## src/rtl/fixed_pkg.sv

```systemverilog
// Shared fixed-point arithmetic definitions used by the divider and the multiplier.
package fixed_pkg;

  typedef enum logic [1:0] {
    IDLE = 2'd0,
    CALC = 2'd1,
    DONE = 2'd2
  } state_e;

  localparam int FIXED_WIDTH = 16;
  localparam int FIXED_FRAC  = 15;

  // All-ones value of width w, used as the saturated quotient.
  function automatic logic [63:0] sat_ones(input int w);
    sat_ones = (w >= 64) ? '1 : ((64'd1 << w) - 64'd1);
  endfunction

endpackage

```

## src/rtl/div_step.sv

```systemverilog
// One restoring-division iteration: shift in a numerator bit, trial-subtract the divisor.
module div_step #(
  parameter int WIDTH = 16
) (
  input  logic [WIDTH-1:0] rem_in,
  input  logic [WIDTH-1:0] divisor,
  input  logic             num_bit,
  output logic [WIDTH-1:0] rem_out,
  output logic             q_bit
);

  logic [WIDTH:0] shifted;

  // The partial remainder is always below the divisor, so a kept difference
  // or a restored value both fit back into WIDTH bits.
  always_comb begin
    shifted = {rem_in, num_bit};
    q_bit   = (shifted >= {1'b0, divisor});
    rem_out = q_bit ? WIDTH'(shifted - {1'b0, divisor}) : shifted[WIDTH-1:0];
  end

endmodule

```

## src/rtl/fixed_divider.sv

```systemverilog
// Sequential unsigned Q-format divider, restoring algorithm, one quotient bit per cycle.
module fixed_divider
  import fixed_pkg::*;
#(
  parameter int WIDTH = FIXED_WIDTH,
  parameter int FRAC  = FIXED_FRAC
) (
  input  logic             clk,
  input  logic             rst_n,
  input  logic             in_valid,
  output logic             in_ready,
  input  logic [WIDTH-1:0] dividend,
  input  logic [WIDTH-1:0] divisor,
  output logic             out_valid,
  input  logic             out_ready,
  output logic [WIDTH-1:0] quotient,
  output logic [WIDTH-1:0] remainder,
  output logic             div_zero,
  output logic             overflow
);

  localparam int N  = WIDTH + FRAC;
  localparam int CW = $clog2(N + 1);
  localparam logic [63:0]      SAT_FULL = sat_ones(WIDTH);
  localparam logic [WIDTH-1:0] SAT      = SAT_FULL[WIDTH-1:0];

  state_e           state_q, state_d;
  logic [CW-1:0]    cnt_q, cnt_d;
  logic [N-1:0]     num_q, num_d;
  logic [N-1:0]     quo_q, quo_d;
  logic [WIDTH-1:0] dvs_q, dvs_d;
  logic [WIDTH-1:0] rem_q, rem_d;
  logic [WIDTH-1:0] quotient_q, quotient_d;
  logic [WIDTH-1:0] remainder_q, remainder_d;
  logic             div_zero_q, div_zero_d;
  logic             overflow_q, overflow_d;

  logic [WIDTH-1:0] step_rem;
  logic             step_bit;

  div_step #(.WIDTH(WIDTH)) u_step (
    .rem_in  (rem_q),
    .divisor (dvs_q),
    .num_bit (num_q[N-1]),
    .rem_out (step_rem),
    .q_bit   (step_bit)
  );

  // NOTE: every variable gets its hold value first so no path leaves it unassigned (no latches).
  always_comb begin
    state_d     = state_q;
    cnt_d       = cnt_q;
    num_d       = num_q;
    quo_d       = quo_q;
    dvs_d       = dvs_q;
    rem_d       = rem_q;
    quotient_d  = quotient_q;
    remainder_d = remainder_q;
    div_zero_d  = div_zero_q;
    overflow_d  = overflow_q;

    case (state_q)
      IDLE: begin
        if (in_valid) begin
          num_d      = N'(dividend) << FRAC;
          dvs_d      = divisor;
          rem_d      = '0;
          quo_d      = '0;
          cnt_d      = CW'(N);
          div_zero_d = 1'b0;
          overflow_d = 1'b0;
          if (divisor == '0) begin
            quotient_d  = SAT;
            remainder_d = dividend;
            div_zero_d  = 1'b1;
            state_d     = DONE;
          end else begin
            state_d = CALC;
          end
        end
      end
      CALC: begin
        num_d = num_q << 1;
        rem_d = step_rem;
        quo_d = N'({quo_q, step_bit});
        cnt_d = cnt_q - CW'(1);
        if (cnt_q == CW'(1)) begin
          state_d     = DONE;
          remainder_d = step_rem;
          // Integer part beyond WIDTH-FRAC bits cannot be represented: saturate.
          if (quo_d[N-1 -: FRAC] != '0) begin
            quotient_d = SAT;
            overflow_d = 1'b1;
          end else begin
            quotient_d = quo_d[WIDTH-1:0];
          end
        end
      end
      DONE: begin
        if (out_ready) state_d = IDLE;
      end
      default: state_d = IDLE;
    endcase
  end

  // NOTE: state registers use non-blocking assignments so all flops update together at the edge.
  always_ff @(posedge clk) begin
    if (!rst_n) begin
      state_q     <= IDLE;
      cnt_q       <= '0;
      num_q       <= '0;
      quo_q       <= '0;
      dvs_q       <= '0;
      rem_q       <= '0;
      quotient_q  <= '0;
      remainder_q <= '0;
      div_zero_q  <= 1'b0;
      overflow_q  <= 1'b0;
    end else begin
      state_q     <= state_d;
      cnt_q       <= cnt_d;
      num_q       <= num_d;
      quo_q       <= quo_d;
      dvs_q       <= dvs_d;
      rem_q       <= rem_d;
      quotient_q  <= quotient_d;
      remainder_q <= remainder_d;
      div_zero_q  <= div_zero_d;
      overflow_q  <= overflow_d;
    end
  end

  assign in_ready  = (state_q == IDLE);
  assign out_valid = (state_q == DONE);
  assign quotient  = quotient_q;
  assign remainder = remainder_q;
  assign div_zero  = div_zero_q;
  assign overflow  = overflow_q;

endmodule

```

## config.mk

```make
export PLATFORM = sky130hd
export DESIGN_NAME = fixed_divider
export DESIGN_NICKNAME = d
export VERILOG_FILES = /design/src/rtl/fixed_pkg.sv /design/src/rtl/div_step.sv /design/src/rtl/fixed_divider.sv
export SDC_FILE = /design/constraint.sdc
export NUM_CORES = 1
export LEC_CHECK = 0
export ABC_AREA = 1
export BUFFER_PORTS_ARGS = -buffer_cell sky130_fd_sc_hd__buf_2
export CORE_UTILIZATION = 30
export CTS_CLUSTER_DIAMETER = 40
export DETAILED_ROUTE_END_ITERATION = 10
export HOLD_SLACK_MARGIN = 0.1
export SETUP_SLACK_MARGIN = 0.1
export SKIP_LAST_GASP = 1
export SLEW_MARGIN = 20
export SYNTH_ARGS = -nofsm -noshare
export SYNTH_HDL_FRONTEND = slang
export SYNTH_HIERARCHICAL = 1
export SYNTH_SLANG_ARGS = --single-unit
```

## constraint.sdc

```tcl
create_clock -name clk -period 3 [get_ports clk]
set_clock_uncertainty 0.1 [all_clocks]
set_input_delay 0.15 -clock clk [delete_from_list [all_inputs] [get_ports clk]]
set_output_delay 0.15 -clock clk [all_outputs]
set_load 0.01 [all_outputs]
```

==> metrics.md <==
| Metric | Value |
|---|---|
| Worst Tran Pin Value | `0.919 ns` |
| Hold slack | `0.132 ns` |
| Worst-path maximum fanout | `18` |
| R2R Path Start | `rem_q[11]` |
| Startpoint types | `register` |
| CTS tree | `yes` |
| I/O pin cnt | `72` |
| FF-to-FF End | `remainder[5]` |
| Die W | `148 um` |
| Avg WL per Cell | `13.1 um` |
| Post-synthesis async set-or-reset flop share | `0` |
| Max VDD drop | `387 uV` |
| Library cells used by synthesis | `39` |
| Most instantiated cells after synthesis | `285 x nand2_1, 131 x nor2_1, 119 x dfxtp_1` |
| Dominant cell by count in the synthesized netlist | `nand2_1` |
| Cells after Synth | `963` |
| PostCTS Resize Cnt | `0` |
| Max stage delay on crit path | `0.44 ns` |
| Starting DRT DRC Count | `494` |
| Post-synthesis sequential area ratio | `0.372` |
| Final setup TNS | `0 ns` |
| Vias in the first global route | `5444` |
| Final Cycle Share | `0.841` |
| First-pass GRT wire length | `28600 um` |
| Seq cells post-synth | `119` |
| Hold Path Depth | `5` |
| Reg2Reg Depth | `16` |
| Worst R2R Setup Slack | `0.48 ns` |
| CTS H-tree lvls | `4` |
| CTS clk-pin slew, worst paths | `0.06 ns` |
| Area delta synth->final | `21.8%` |
| Lkg Pwr | `3.59 nW` |
| Dominant cell type by area after synthesis | `dfxtp_1` |
| Crit path cell chain | `ha_1 -> nand2_1 -> inv_2 -> nand2_1 -> nand2_1 -> and3_4 -> nor2_8 -> nand2_8 -> nand2_2 -> nand2_1 -> nand2_1 -> o21ai_0 -> inv_1 -> nand3_1 -> nand2_1 -> nor2_1` |
| Post-Syn Area | `6400 um2` |
| Max Clock Freq | `0.396 GHz` |
| Final setup fails | `0` |
| Hold EP | `overflow` |
| Hold_sp | `in_valid` |
| Tot GR Track Use | `0.165` |
| Worst slew margin | `0.385` |
| Synthesized area per cell | `6.65 um2` |
| Final wirelength | `17500 um` |
| Final Critical Period | `2.52 ns` |
| # nets final | `1099` |
| Port bufs | `71` |
| TritonCTS Buffers | `17` |
| Clk Latency, worst-skew pair | `0.42 ns` |
| Die area | `21900 um2` |
| Primary FF master, synth | `dfxtp_1` |
| CTS sink cnt | `119` |
| Finished Core Util | `0.372` |
| Status | `finished clean` |
| Most area-consuming cells after synthesis | `dfxtp_1 37%, nand2_1 17%, nor2_1 7.7%` |
| Crit. End Element | `register` |
| Syn Nets | `1018` |
| Routed via count | `6124` |
| Final instance area | `7790 um2` |
| Max Slew Vio Count | `0` |
| Top cell by count, worst path | `nand2_1` |
| Post-route DRC | `0` |
| DP Wirelength | `12100 um` |
| Core Rows | `53` |
| DR pass1 iterations | `5` |
| Layout cells sized above 1 | `0.141` |
| CP max stage cell | `dfxtp_1` |
| Number of enable flip-flop cells after synthesis | `0` |
| Postcts setup bufs | `0` |
| Maximum root-to-sink buffer count | `2` |
| RSZ-0062 raised after global routing | `false` |
| Placed instance area | `6900 um2` |
| Core Box Area | `21000 um2` |
| Setup WS pre-CTS | `0.511 ns` |
| Largest net degree at the start of global routing | `55` |
| N_diodes | `0` |
| Worst EP arrival | `2.73 ns` |
| Max Cap Violations | `0` |
| PwrDens | `661 nW/um2` |
| Vias per std cell | `4.60` |
| Antenna-violating nets left | `0` |
| Data required, critical path | `3.21 ns` |
| Yosys warning total | `6` |
| Final worst slack | `0.476 ns` |
| Die Ht | `148 um` |
| Initial antenna violation count | `0` |
| CTS root buffer | `clkbuf_16` |
| Hold/Removal Path Class | `in -> reg` |
| Hold Fails Final Rpt | `0` |
| Starting Density | `0.305` |
| Setup CP Type | `reg -> reg` |
| Synth top area share | `0.372` |
| Grt total ovfl | `0` |
| Placer congestion estimate | `0.842` |
-- worst max-delay path: cells and delay by family (launching register included) --
kind / cells / cell delay, ns
and+or+nand+nor: 12 / 1.32
AOI/OAI and AO/OA: 1 / 0.10
adders and majority gates: 1 / 0.34
DFF: 1 / 0.44
buffers and inverters: 2 / 0.12
-- routing by layer --
layer  wire length (um)  part of all wire  global-route usage  vias to the layer above
met5                  0                 0                   0                        -
met4                122            0.0070              0.0433                        0
met3                964             0.055              0.0334                       10
met2               7800              0.45               0.254                      152
met1               8570              0.49               0.234                     2743
li1                   -                 -                   -                     3219
-- report_power, final --
part           leakage (nW)  total [mW]  internal (mW)  switching [mW]
sequential            0.971        1.78           1.70          0.0803
clock                 0.266        1.94           1.16           0.774
combinational          2.36        1.44          0.488           0.948
-- through the flow --
| step | power (mW) | std cells |
|---|---|---|
| floorplan | 2.91 | 963 |
| global placement | 3.20 | 1267 |
| detailed placement | 3.20 | 1267 |
| CTS | 5.19 | 1331 |
| global route | 5.47 | 1331 |
| finish | 5.15 | 1331 |
-- sequential cells by signal, indices dropped and copies added (netlist names), 2 cells and up --
register,flops
cnt_q,5
dvs_q,16
num_q,16
quo_q,30
quotient,16
rem_q,16
remainder,16
state_q,2
-- what timing repair did --
item	4_1_cts	5_1_grt
hold endpoints to repair	42	0
endpoints found under the setup margin	0	0
hold buffers	33	0
-- worst max path at each step --
stage,startpoint,to,slack [ns],cells past startpoint
3_5_place_dp,dvs_q[3],remainder[5],0.51,18
6_report,rem_q[11],remainder[5],0.48,16
2_1_floorplan,dvs_q[2],quotient[0],0.84,17
4_1_cts,rem_q[11],remainder[5],0.49,16
5_1_grt,rem_q[11],remainder[0],0.26,16
3_3_place_gp,rem_q[13],remainder[5],0.52,14
-- cells in the final DEF (no fill, tap or decap), drive strengths merged --
cell and n:
nand4 5, clkbuf 18, a31oi 14, buf 83, nor2 135, clkinv 5, bufinv 1, inv 97
a22oi 17, dlygate4sd3 33, clkinvlp 4, a21oi 82, o21ai 26, o21a 1, ha 18, and3 1
nand3 66, fa 1, xor2 5, or2 16, xnor2 2, nor3 2, o22ai 1, dfxtp 119
nor4 1, and2 1, nand2 302
-- final cells by class --
class / instances / area [um2]
clock buffer: 18 / 439
clock inverter: 13 / 123
fill: 2300 / 13200
tap: 275 / 344
sequential: 119 / 2380
multi-input combinational: 696 / 3380
inverter: 94 / 353
timing repair buffer: 116 / 776
-- cells by family (layout without fill, tap and decap cells) --
kind of cell	Yosys count	after routing	synth area share
flip-flops	119	119	0.372
buffers and inverters	148	241	0.103
AO/OA/AOI/OAI	141	141	0.123
AND/OR/NAND/NOR	529	529	0.354
XOR/XNOR	7	7	0.00958
adder cells (fa/ha/maj)	19	19	0.0383
No activity file was read; power rests on OpenSTA's default activity.
